--- src/rtl/pingpang_buffer.sv ---
// pingpang_buffer: two-bank ping-pong buffer for a DATA_W-bit sample stream.
// One bank is written from the input stream while the other is replayed
// to its registered output. The switch input selects which bank has which role.
//
// Ports:
//   clk, rst_n    - clock, asynchronous active-low reset
//   data_en       - stream-advance strobe; qualifies both the write and the read
//   data_in_a/b   - write data for bank A (switch=0) / bank B (switch=1)
//   switch        - 0: write A, read B; 1: write B, read A
//   data_out_a/b  - registered read data from bank A / bank B
//   bank_full     - (PINGPANG_FULL_FLAG_EN only) write bank filled; writes blocked
//
// Optional feature macro: PINGPANG_FULL_FLAG_EN
//   When defined, bank_full is added and writes stop at DEPTH-1 instead of
//   wrapping. A bank swap clears the flag.
module pingpang_buffer #(
    parameter  int unsigned DATA_W = 16,
    parameter  int unsigned DEPTH  = 16,
    localparam int unsigned ADDR_W = $clog2(DEPTH)
) (
    input  logic              clk,
    input  logic              rst_n,
    input  logic              data_en,
    input  logic [DATA_W-1:0] data_in_a,
    input  logic [DATA_W-1:0] data_in_b,
    input  logic              switch,
    output logic [DATA_W-1:0] data_out_a,
    output logic [DATA_W-1:0] data_out_b
`ifdef PINGPANG_FULL_FLAG_EN
   ,output logic              bank_full
`endif
);

    // State registers and their next-state values
    logic [DATA_W-1:0] bank_a_q [DEPTH];
    logic [DATA_W-1:0] bank_a_d [DEPTH];
    logic [DATA_W-1:0] bank_b_q [DEPTH];
    logic [DATA_W-1:0] bank_b_d [DEPTH];
    logic [DATA_W-1:0] data_out_a_q, data_out_a_d;
    logic [DATA_W-1:0] data_out_b_q, data_out_b_d;
    logic [ADDR_W-1:0] wr_ptr_q, wr_ptr_d;
    logic [ADDR_W-1:0] rd_ptr_q, rd_ptr_d;
    logic              switch_q, switch_d;
`ifdef PINGPANG_FULL_FLAG_EN
    logic              full_q, full_d;
    logic              full_eff_c;
`endif

    // Swap detection and effective addresses (a swap rewinds both pointers)
    logic              swap_c;
    logic              wr_en_c;
    logic [ADDR_W-1:0] eff_wr_c;
    logic [ADDR_W-1:0] eff_rd_c;

    always_comb begin
        swap_c   = (switch != switch_q);
        eff_wr_c = swap_c ? '0 : wr_ptr_q;
        eff_rd_c = swap_c ? '0 : rd_ptr_q;
`ifdef PINGPANG_FULL_FLAG_EN
        // The swap edge already sees the flag as cleared
        full_eff_c = swap_c ? 1'b0 : full_q;
        wr_en_c    = data_en && !full_eff_c;
`else
        wr_en_c    = data_en;
`endif
    end

    // Next-state logic: write the fill bank, read the replay bank
    always_comb begin
        bank_a_d     = bank_a_q;
        bank_b_d     = bank_b_q;
        data_out_a_d = data_out_a_q;
        data_out_b_d = data_out_b_q;
        wr_ptr_d     = eff_wr_c;
        rd_ptr_d     = eff_rd_c;
        switch_d     = switch;
`ifdef PINGPANG_FULL_FLAG_EN
        full_d       = full_eff_c;
`endif

        if (wr_en_c) begin
            if (!switch) begin
                bank_a_d[eff_wr_c] = data_in_a;
            end else begin
                bank_b_d[eff_wr_c] = data_in_b;
            end
            // Power-of-two depth: natural overflow wraps DEPTH-1 to 0
            wr_ptr_d = ADDR_W'(eff_wr_c + ADDR_W'(1));
`ifdef PINGPANG_FULL_FLAG_EN
            if (eff_wr_c == ADDR_W'(DEPTH - 1)) begin
                full_d = 1'b1;
            end
`endif
        end

        // Reads advance even while writes are blocked by the full flag
        if (data_en) begin
            if (!switch) begin
                data_out_b_d = bank_b_q[eff_rd_c];
                data_out_a_d = '0;
            end else begin
                data_out_a_d = bank_a_q[eff_rd_c];
                data_out_b_d = '0;
            end
            rd_ptr_d = ADDR_W'(eff_rd_c + ADDR_W'(1));
        end
    end

    // State register; banks are flops so they clear on reset
    always_ff @(posedge clk or negedge rst_n) begin
        if (!rst_n) begin
            bank_a_q     <= '{default: '0};
            bank_b_q     <= '{default: '0};
            data_out_a_q <= '0;
            data_out_b_q <= '0;
            wr_ptr_q     <= '0;
            rd_ptr_q     <= '0;
            switch_q     <= 1'b0;
`ifdef PINGPANG_FULL_FLAG_EN
            full_q       <= 1'b0;
`endif
        end else begin
            bank_a_q     <= bank_a_d;
            bank_b_q     <= bank_b_d;
            data_out_a_q <= data_out_a_d;
            data_out_b_q <= data_out_b_d;
            wr_ptr_q     <= wr_ptr_d;
            rd_ptr_q     <= rd_ptr_d;
            switch_q     <= switch_d;
`ifdef PINGPANG_FULL_FLAG_EN
            full_q       <= full_d;
`endif
        end
    end

    assign data_out_a = data_out_a_q;
    assign data_out_b = data_out_b_q;
`ifdef PINGPANG_FULL_FLAG_EN
    assign bank_full  = full_q;
`endif

endmodule

--- config.mk ---
export PLATFORM = sky130hd
export DESIGN_NAME = pingpang_buffer
export DESIGN_NICKNAME = d
export VERILOG_FILES = /design/src/rtl/pingpang_buffer.sv
export SDC_FILE = /design/constraint.sdc
export NUM_CORES = 1
export LEC_CHECK = 0
export CAP_MARGIN = 20
export CELL_PAD_IN_SITES_DETAIL_PLACEMENT = 0
export CELL_PAD_IN_SITES_GLOBAL_PLACEMENT = 1
export CORE_UTILIZATION = 40
export DETAILED_ROUTE_END_ITERATION = 12
export HOLD_SLACK_MARGIN = 0.02
export PLACE_DENSITY = 0.66
export SYNTH_ARGS = -nofsm -noshare
export SYNTH_HDL_FRONTEND = slang
export SYNTH_SLANG_ARGS = --single-unit
--- constraint.sdc ---
create_clock -name clk -period 4.2 [get_ports clk]
set_input_delay 0.42 -clock clk [delete_from_list [all_inputs] [get_ports clk]]
set_output_delay 0.42 -clock clk [all_outputs]
set_load 0.05 [all_outputs]
; ---- Word level (Yosys, flattened, before mapping)
; Index checks and enable logic that the tools add are counted.
[word_totals]
elab_cells = 65
in_bits = 36
register_bits = 553
out_inout_bits = 32
[op_classes]
n_eq_ne = 1
n_reduce_logical = 3
add_sub_neg = 2
n_mux = 16
n_bitwise = 3
magnitude_cmp = 3
[op_table]
columns = operator, n
row1 = 256-bit bitwise mux, 2
row2 = 16-bit binary-select mux with 4-bit select, 2
row3 = 16-bit 2-to-1 mux, 7
row4 = 16-bit demux with 4-bit select, 1
row5 = 4-bit 2-to-1 mux, 4
row6 = "5-bit greater-or-equal comparator, second input constant", 2
row7 = 4-bit inverter with 5-bit output, 2
row8 = "4-bit by 1-bit adder with 4-bit output, second input constant", 2
row9 = "5-bit by 1-bit < comparator with 1-bit output, second input constant", 1
row10 = 2-bit AND reduction, 2
row11 = 1-bit logical AND, 1
row12 = 1-bit != test, 1
row13 = 1-bit inverter, 1

; ---- Longest topological paths before layout
; Gate-level depths: netlist (run 1).
[logic_depth]
word_depth = 8
mapped_depth = 13

; ---- Least setup slack after synthesis (run 1)
; OpenSTA, ideal clock, no wires.
[synth_path]
path_type = input-to-reg
start = input switch
end = register bank_b_q[85] in the netlist's numbering
n_path_buf = 5
setup_slack_ns = 1.322
path_stages = 12
t_arrival_ns = 2.753
path_cell_list = buf_6 > xnor2_4 > buf_2 > buf_2 > buf_2 > nand2_1 > inv_1 > ha_1 > nand3_1 > nor2_2 > buf_4 > mux2_2
[synth_via]
elab_chain_cells = 8
elab_cells_between_ends = 10
[synth_lines]
columns = item, line_no
row1 = from (decl), 26  ; input logic switch,
row2 = 1-bit != test, 56  ; swap_c = (switch != switch_q);
row3 = 4-bit 2-to-1 mux, 57  ; eff_wr_c = swap_c ? '0 : wr_ptr_q;
row4 = 4-bit inverter with 5-bit output (implied by the code), 85  ; bank_b_d[eff_wr_c] = data_in_b;
row5 = 5-bit greater-or-equal comparator (implied by the code) / 5-bit by 1-bit < comparator with 1-bit output (equally long branches), 85
row6 = 1-bit logical AND (implied by the code), 85
row7 = 16-bit 2-to-1 mux (implied by the code), 85
row8 = 16-bit demux with 4-bit select, 85
row9 = 256-bit bitwise mux, 85
row10 = to (signal assigned), 124  ; bank_b_q <= bank_b_d;
row11 = to (decl), 37  ; logic [DATA_W-1:0] bank_b_q [DEPTH];
; Parallel ways exist; a longest one is shown, timed or not.
; A chain may end at the register's enable or synchronous reset.

; ---- Worst setup path after layout (run 1)
[layout_path]
start = register switch_q
end = register bank_b_q[30] in the netlist's numbering
[layout_via]
elab_chain_cells = 8
elab_cells_between_ends = 9
[layout_lines]
columns = item, line_no
row1 = from (decl), 43  ; logic switch_q, switch_d;
row2 = from (signal assigned), 129  ; switch_q <= switch_d;
row3 = 1-bit != test *, 56
row4 = 4-bit 2-to-1 mux *, 57
row5 = 4-bit inverter with 5-bit output (implied by the code) *, 85
row6 = 5-bit greater-or-equal comparator (implied by the code) / 5-bit by 1-bit < comparator with 1-bit output (equally long branches), 85
row7 = 1-bit logical AND (implied by the code), 85
row8 = 16-bit 2-to-1 mux (implied by the code), 85
row9 = 16-bit demux with 4-bit select *, 85
row10 = 256-bit bitwise mux *, 85
; Mark *: on every way between the ends. The rest lies on a longest branch, timed or not.

==> qor.yml, run 1 <==
status:
  status: "finished clean"
synth:
  synthFlopType: "dfrtp_1"
  yosysMostFrequentCell: "dfrtp_1"
  synthTopCellsByCount: "dfrtp_1 (553), mux2_2 (536), clkbuf_1 (98)"
  ys_seq_area_frac: 0.536
  syn_nets: 1970
  synth_top_area_share: 0.536
  yosys.area.top_type: "dfrtp_1"
  synthCells: 1929
  avgSynthCellArea_sq_um: 13.4
  ys_warn_count: 0
  ys_seq_elements: 553
  ys_async_sr_fraction: 1.00
  synth_area_leaders: "dfrtp_1 (54%), mux2_2 (23%), mux2i_1 (2.4%)"
  yosysUniqueCellTypes: 51
  syn_area_sq_um: 25800
  synth-edff-count: 0
routing:
  first_pass_iters: 5
  drtIter0Drc: 1057
  drc: 0
  dr_total_vias: 16474
  drtAntennaViolNets: 0
  drt-vias-per-instance: 5.78
  wl_per_cell_microns: 24.7
  drt_wl_total_microns: 70600
cts:
  cts_root_buf: "clkbuf_16"
  clk_path_buf_depth: 3
  numCtsBuffers: 66
  cts.sinks: 553
  htree_levels: 3
  cts_tree: "done"
  clk_latency_ps: 600
  path_clk_slew_ps: 60
setup_path:
  crit_slowest_cell: "and3_1"
  cp_max_fo: 24
  arrival_ps: 3460
  worst_setup_path_start_kind: "flip-flop"
  path_cells: "xnor2_4 > buf_4 > and3_1 > nand4_4 > mux2_4"
  critPathRequiredTime_ps: 4660
  max_stage_delay_ps: 700
  crit_type: "reg -> reg"
  critPathCaptureType: "flip-flop"
die:
  start_util: 0.407
  rows: 92
  io_pins: 68
  die_w_microns: 256
  core_sq_um: 63400
  dieArea_sq_um: 65600
  chipHeight_microns: 256
min_path:
  hp-class: "in -> reg"
run:
  drv_cap: 0
sta:
  fin_crit_sh: 0.714
  min_period_ps: 3000
  finalHoldViolCount: 0
  rsz0062_at_grt: "false"
  relSlewSlack: 0.292
  tns_ps: 0
  setup_viol: 0
  slew_violations: 0
  clock_skew_ps: 25.2
  worstMarginPinSlew_ps: 1060
  hold_ws_ps: 380
  max_freq_ghz: 0.333
final_layout:
  nNetsFinal: 1998
  antennaDiodeCount: 0
  syn2layout_area_growth_pct: 14.2
  drive_above_1_share: 0.391
  final_area_sq_um: 29500
global_route:
  grt_first_pass_wirelength_microns: 111000
  gr-usage-all-layers: 0.220
  antenna_found_initial: 0
  overflow: 0
  grt_max_degree: 119
  grt_pass1_vias: 17667
power:
  irDropWorstVdd_uv: 288
  cellPowerDensity_nw_per_um2: 488
  leakage_uw: 0.0136
place:
  dpl-instance-area_sq_um: 27300
  dp_hpwl_microns: 41900
  io_buffers: 67
  globalplace.congestion: 0.764
-- report_power, final --
group          switching [uW]  internal (uW)  total [uW]
Sequential                368           5940        6310
Clock                    2230           3410        5640
Combinational            1430           1020        2450
-- critical path, delay by kind of cell (launching register included) --
family | cells | cell delay, ps
AND/OR/NAND/NOR | 2 | 1300
multiplexers | 1 | 490
flip-flops | 1 | 440
buffers and inverters | 1 | 370
XOR/XNOR | 1 | 250
-- registers in the layout, indices dropped and copies added (netlist names) --
register,flops
bank_b_q,256
data_out_b,16
rd_ptr_q,4
data_out_a,16
bank_a_q,256
switch_q,1
wr_ptr_q,4
-- metrics by stage --
step,power [uW],setup slack [ps],instances,util
2_1_floorplan,7940,1320,1929,-
3_3_place_gp,8790,1070,2734,0.431
3_5_place_dp,8860,965,2734,0.431
4_1_cts,14600,1170,2852,0.465
5_1_grt,15000,1070,2852,0.465
6_report,14400,1200,2852,0.465
-- cells by family after synthesis --
kind of cell    after synthesis  share of synthesized area
simple gates                266                     0.0620
compound gates              233                     0.0735
mux                         640                      0.282
buf+inv                     225                     0.0415
xor+xnor                      7                    0.00310
flops                       553                      0.536
fa+ha+maj                     5                    0.00242
-- cell usage in the layout (no fill, tap or decap), drive strengths merged, types with 2 or more instances in the layout --
cell type        n
nor3             5
nor4             2
o2111ai         31
dfrtp          553
o221ai          33
nand4           37
nor2            53
a32oi           32
nand3           58
o21ai            6
a2111oi         16
clkdlybuf4s50   65
clkinv          14
bufinv           3
nand3b           3
buf             68
inv             52
mux2           577
mux2i           63
xor2             4
o211ai          31
and2             2
nand2b           6
ha               5
a311oi          15
and3             2
or3             79
clkbuf          98
o22a            32
nand2           17
a31oi           32
xnor2            3
-- what timing repair did --
item                                   in CTS  in global routing
hold buffers                                1                  0
setup buffers                               0                  0
endpoints found under the hold margin      93                  0
gates resized for setup                     0                  0
-- metal layers --
metal	vias up	global-route usage	part of all wire
met5	-	0	0
met4	0	0.0639	0.026
met3	112	0.0317	0.034
met2	318	0.371	0.49
met1	8796	0.294	0.45
li1	7248	-	-
-- worst paths after layout --
path / start / end / slack [ps] / depth (start not counted)
min in group asynchronous: rst_n / bank_b_q[22] / 490 / 2
min: switch / wr_ptr_q[1] / 380 / 4
min reg2reg: bank_b_q[164] / bank_b_q[164] / 500 / 1
max in group asynchronous: rst_n / rd_ptr_q[1] / 2570 / 3
max reg2reg: switch_q / bank_b_q[30] / 1200 / 5
max: switch_q / bank_b_q[30] / 1200 / 5
-- area by class of cell --
type	count	area, sq um
flip-flops and latches	553	13800
fillers	5634	33900
clock inverters	19	194
well taps	846	1060
repair buffers	134	1280
clock buffers	98	1950
multi-input cells	1151	11000
inverters	51	191
(Power assumes the default switching activity.)
==> run 2, diff against run 1 <==
==> constraint.sdc (replaced) <==
create_clock -name clk -period 2.8 [get_ports clk]
set_input_delay 0.28 -clock clk [delete_from_list [all_inputs] [get_ports clk]]
set_output_delay 0.28 -clock clk [all_outputs]
set_load 0.05 [all_outputs]
==> run 2 against run 1 <==
Clock power increased by 44%. Die area unchanged. Critical path depth increased by 3. Largest cell class unchanged. Sequential cell count unchanged. Count of clock-buffer cells in the layout decreased by 11. First-iteration DRC count decreased by 15%. Utilization increased by 0.33 points. Routed wire length increased by 0.91%. Highest routed layer unchanged. Sequential power increased by 49%.
==> qor.yml, run 2 (same netlist as run 1, synthesis figures left out) <==
die:
  rows: 92
  chipHeight_microns: 256
  io_pins: 68
  core_sq_um: 63400
  start_util: 0.407
  die_w_microns: 256
  dieArea_sq_um: 65600
run:
  drv_cap: 0
sta:
  tns_ps: 0
  max_freq_ghz: 0.388
  relSlewSlack: 0.292
  setup_viol: 0
  worstMarginPinSlew_ps: 1060
  min_period_ps: 2580
  rsz0062_at_grt: "false"
  clock_skew_ps: 39.2
  fin_crit_sh: 0.920
  slew_violations: 0
  finalHoldViolCount: 0
routing:
  drc: 0
  wl_per_cell_microns: 24.8
  drt-vias-per-instance: 5.72
  drt_wl_total_microns: 71200
  drtAntennaViolNets: 0
  drtIter0Drc: 903
  first_pass_iters: 6
  dr_total_vias: 16425
setup_path:
  arrival_ps: 3070
  critPathRequiredTime_ps: 3290
  crit_type: "reg -> reg"
  r2r-start: "switch_q"
  worst_setup_path_start_kind: "flip-flop"
  r2r_slack_ps: 220
  ff2ff_path_depth: 8
  critPathCaptureType: "flip-flop"
  cp_max_fo: 16
  reg2reg_to: "bank_a_q[76]"
  critPathLaunch: "switch_q"
place:
  globalplace.congestion: 0.809
  io_buffers: 67
  dp_hpwl_microns: 43100
global_route:
  grt-busiest-layer: "met2"
  grt_pass1_vias: 17629
  grt_first_pass_wirelength_microns: 112000
  met1_usage: 0.286
  grt_use_met3: 0.0284
  gr-usage-all-layers: 0.221
  antenna_found_initial: 0
  overflow: 0
  grt_max_degree: 74
  met2_usage: 0.380
final_layout:
  layout_common_cells: "dfrtp_1 (551), mux2_2 (536), or3_1 (79)"
  final_common_cell: "dfrtp_1"
  reg_top3: "bank_a_q: 256 flops, bank_b_q: 256 flops"
  syn2layout_area_growth_pct: 15.0
  drive_above_1_share: 0.401
  nNetsFinal: 2014
  antennaDiodeCount: 0
  final_core_util: 0.468
power:
  irDropWorstVdd_uv: 511
  leakage_uw: 0.0137
  cellPowerDensity_nw_per_um2: 719
cts:
  ctsHoldBuffers: 1
  htree_levels: 2
  path_clk_slew_ps: 60
  ctsResizeCount: 0
  numCtsBuffers: 59
  clk_path_buf_depth: 3
  cts_setup_buffers: 0
  clk_latency_ps: 650
  cts_root_buf: "clkbuf_16"
  cts.sinks: 553
  cts_tree: "done"
status:
  status: "finished clean"
min_path:
  hp-class: "in -> async"
## run 2: changes by cell type in the layout (fill, tap and decap cells not counted), sizes merged
cell / change
inv: +1
clkbuf: -11
buf: +23
bufinv: +1
clkinv: +3
## run 2: cell type report
cell class / count / area, sq um
clock buffers: 87 / 1780
clock inverters: 24 / 273
fillers: 5627 / 33700
inverters: 51 / 191
multi-input cells: 1151 / 11000
flip-flops and latches: 553 / 13800
well taps: 846 / 1060
repair buffers: 157 / 1570
## run 2: worst max-delay path: stages, from the launching register on
cell     delay [ps]
dfrtp_1         430
xnor2_4         320
nand2_1         190
inv_1           140
ha_1            280
nand2_2         190
nor3_4          220
buf_4           310
mux2_2          370
## run 2: stage by stage
step / total power, uW / hold WS, ps / instances / area (sq um) / setup WS [ps]
floorplan: 11900 / -15.6 / 1929 / 25800 / 2.40
global placement: 13300 / 303 / 2757 / 27600 / 267
detailed placement: 13400 / 294 / 2757 / 27600 / 171
CTS: 21600 / 207 / 2869 / 29700 / 227
global route: 22300 / 250 / 2869 / 29700 / 89.6
finish: 21400 / 196 / 2869 / 29700 / 225
## run 2: metal layers
layer / vias to the layer above / wire (microns)
met5: - / 0
met4: 0 / 2150
met3: 124 / 2450
met2: 330 / 36000
met1: 8710 / 30600
li1: 7261 / -
## run 2: report_power, final
part           internal, uW  switching (uW)  total (uW)
clock network          4790            3350        8140
registers              8910             513        9420
logic                  1590            2210        3800
total                 15300            6070       21400
## run 2: worst max path at each step
stage	slack, ps	cells past startpoint	end
2_1_floorplan	2	12	bank_b_q[229]
3_3_place_gp	270	5	bank_a_q[232]
3_5_place_dp	170	5	bank_a_q[227]
4_1_cts	230	8	bank_a_q[69]
5_1_grt	90	8	bank_a_q[77]
6_report	220	8	bank_a_q[76]
==> run 3, diff against run 2 <==
--- a/config.mk
+++ b/config.mk
@@ -10,6 +10,7 @@
 export CELL_PAD_IN_SITES_GLOBAL_PLACEMENT = 1
 export CORE_UTILIZATION = 40
 export DETAILED_ROUTE_END_ITERATION = 12
+export GPL_ROUTABILITY_DRIVEN = 0
 export HOLD_SLACK_MARGIN = 0.02
 export PLACE_DENSITY = 0.66
 export SYNTH_ARGS = -nofsm -noshare
==> results of run 3 <==
The final DEF is identical to that of run 2; final timing and power are the same.
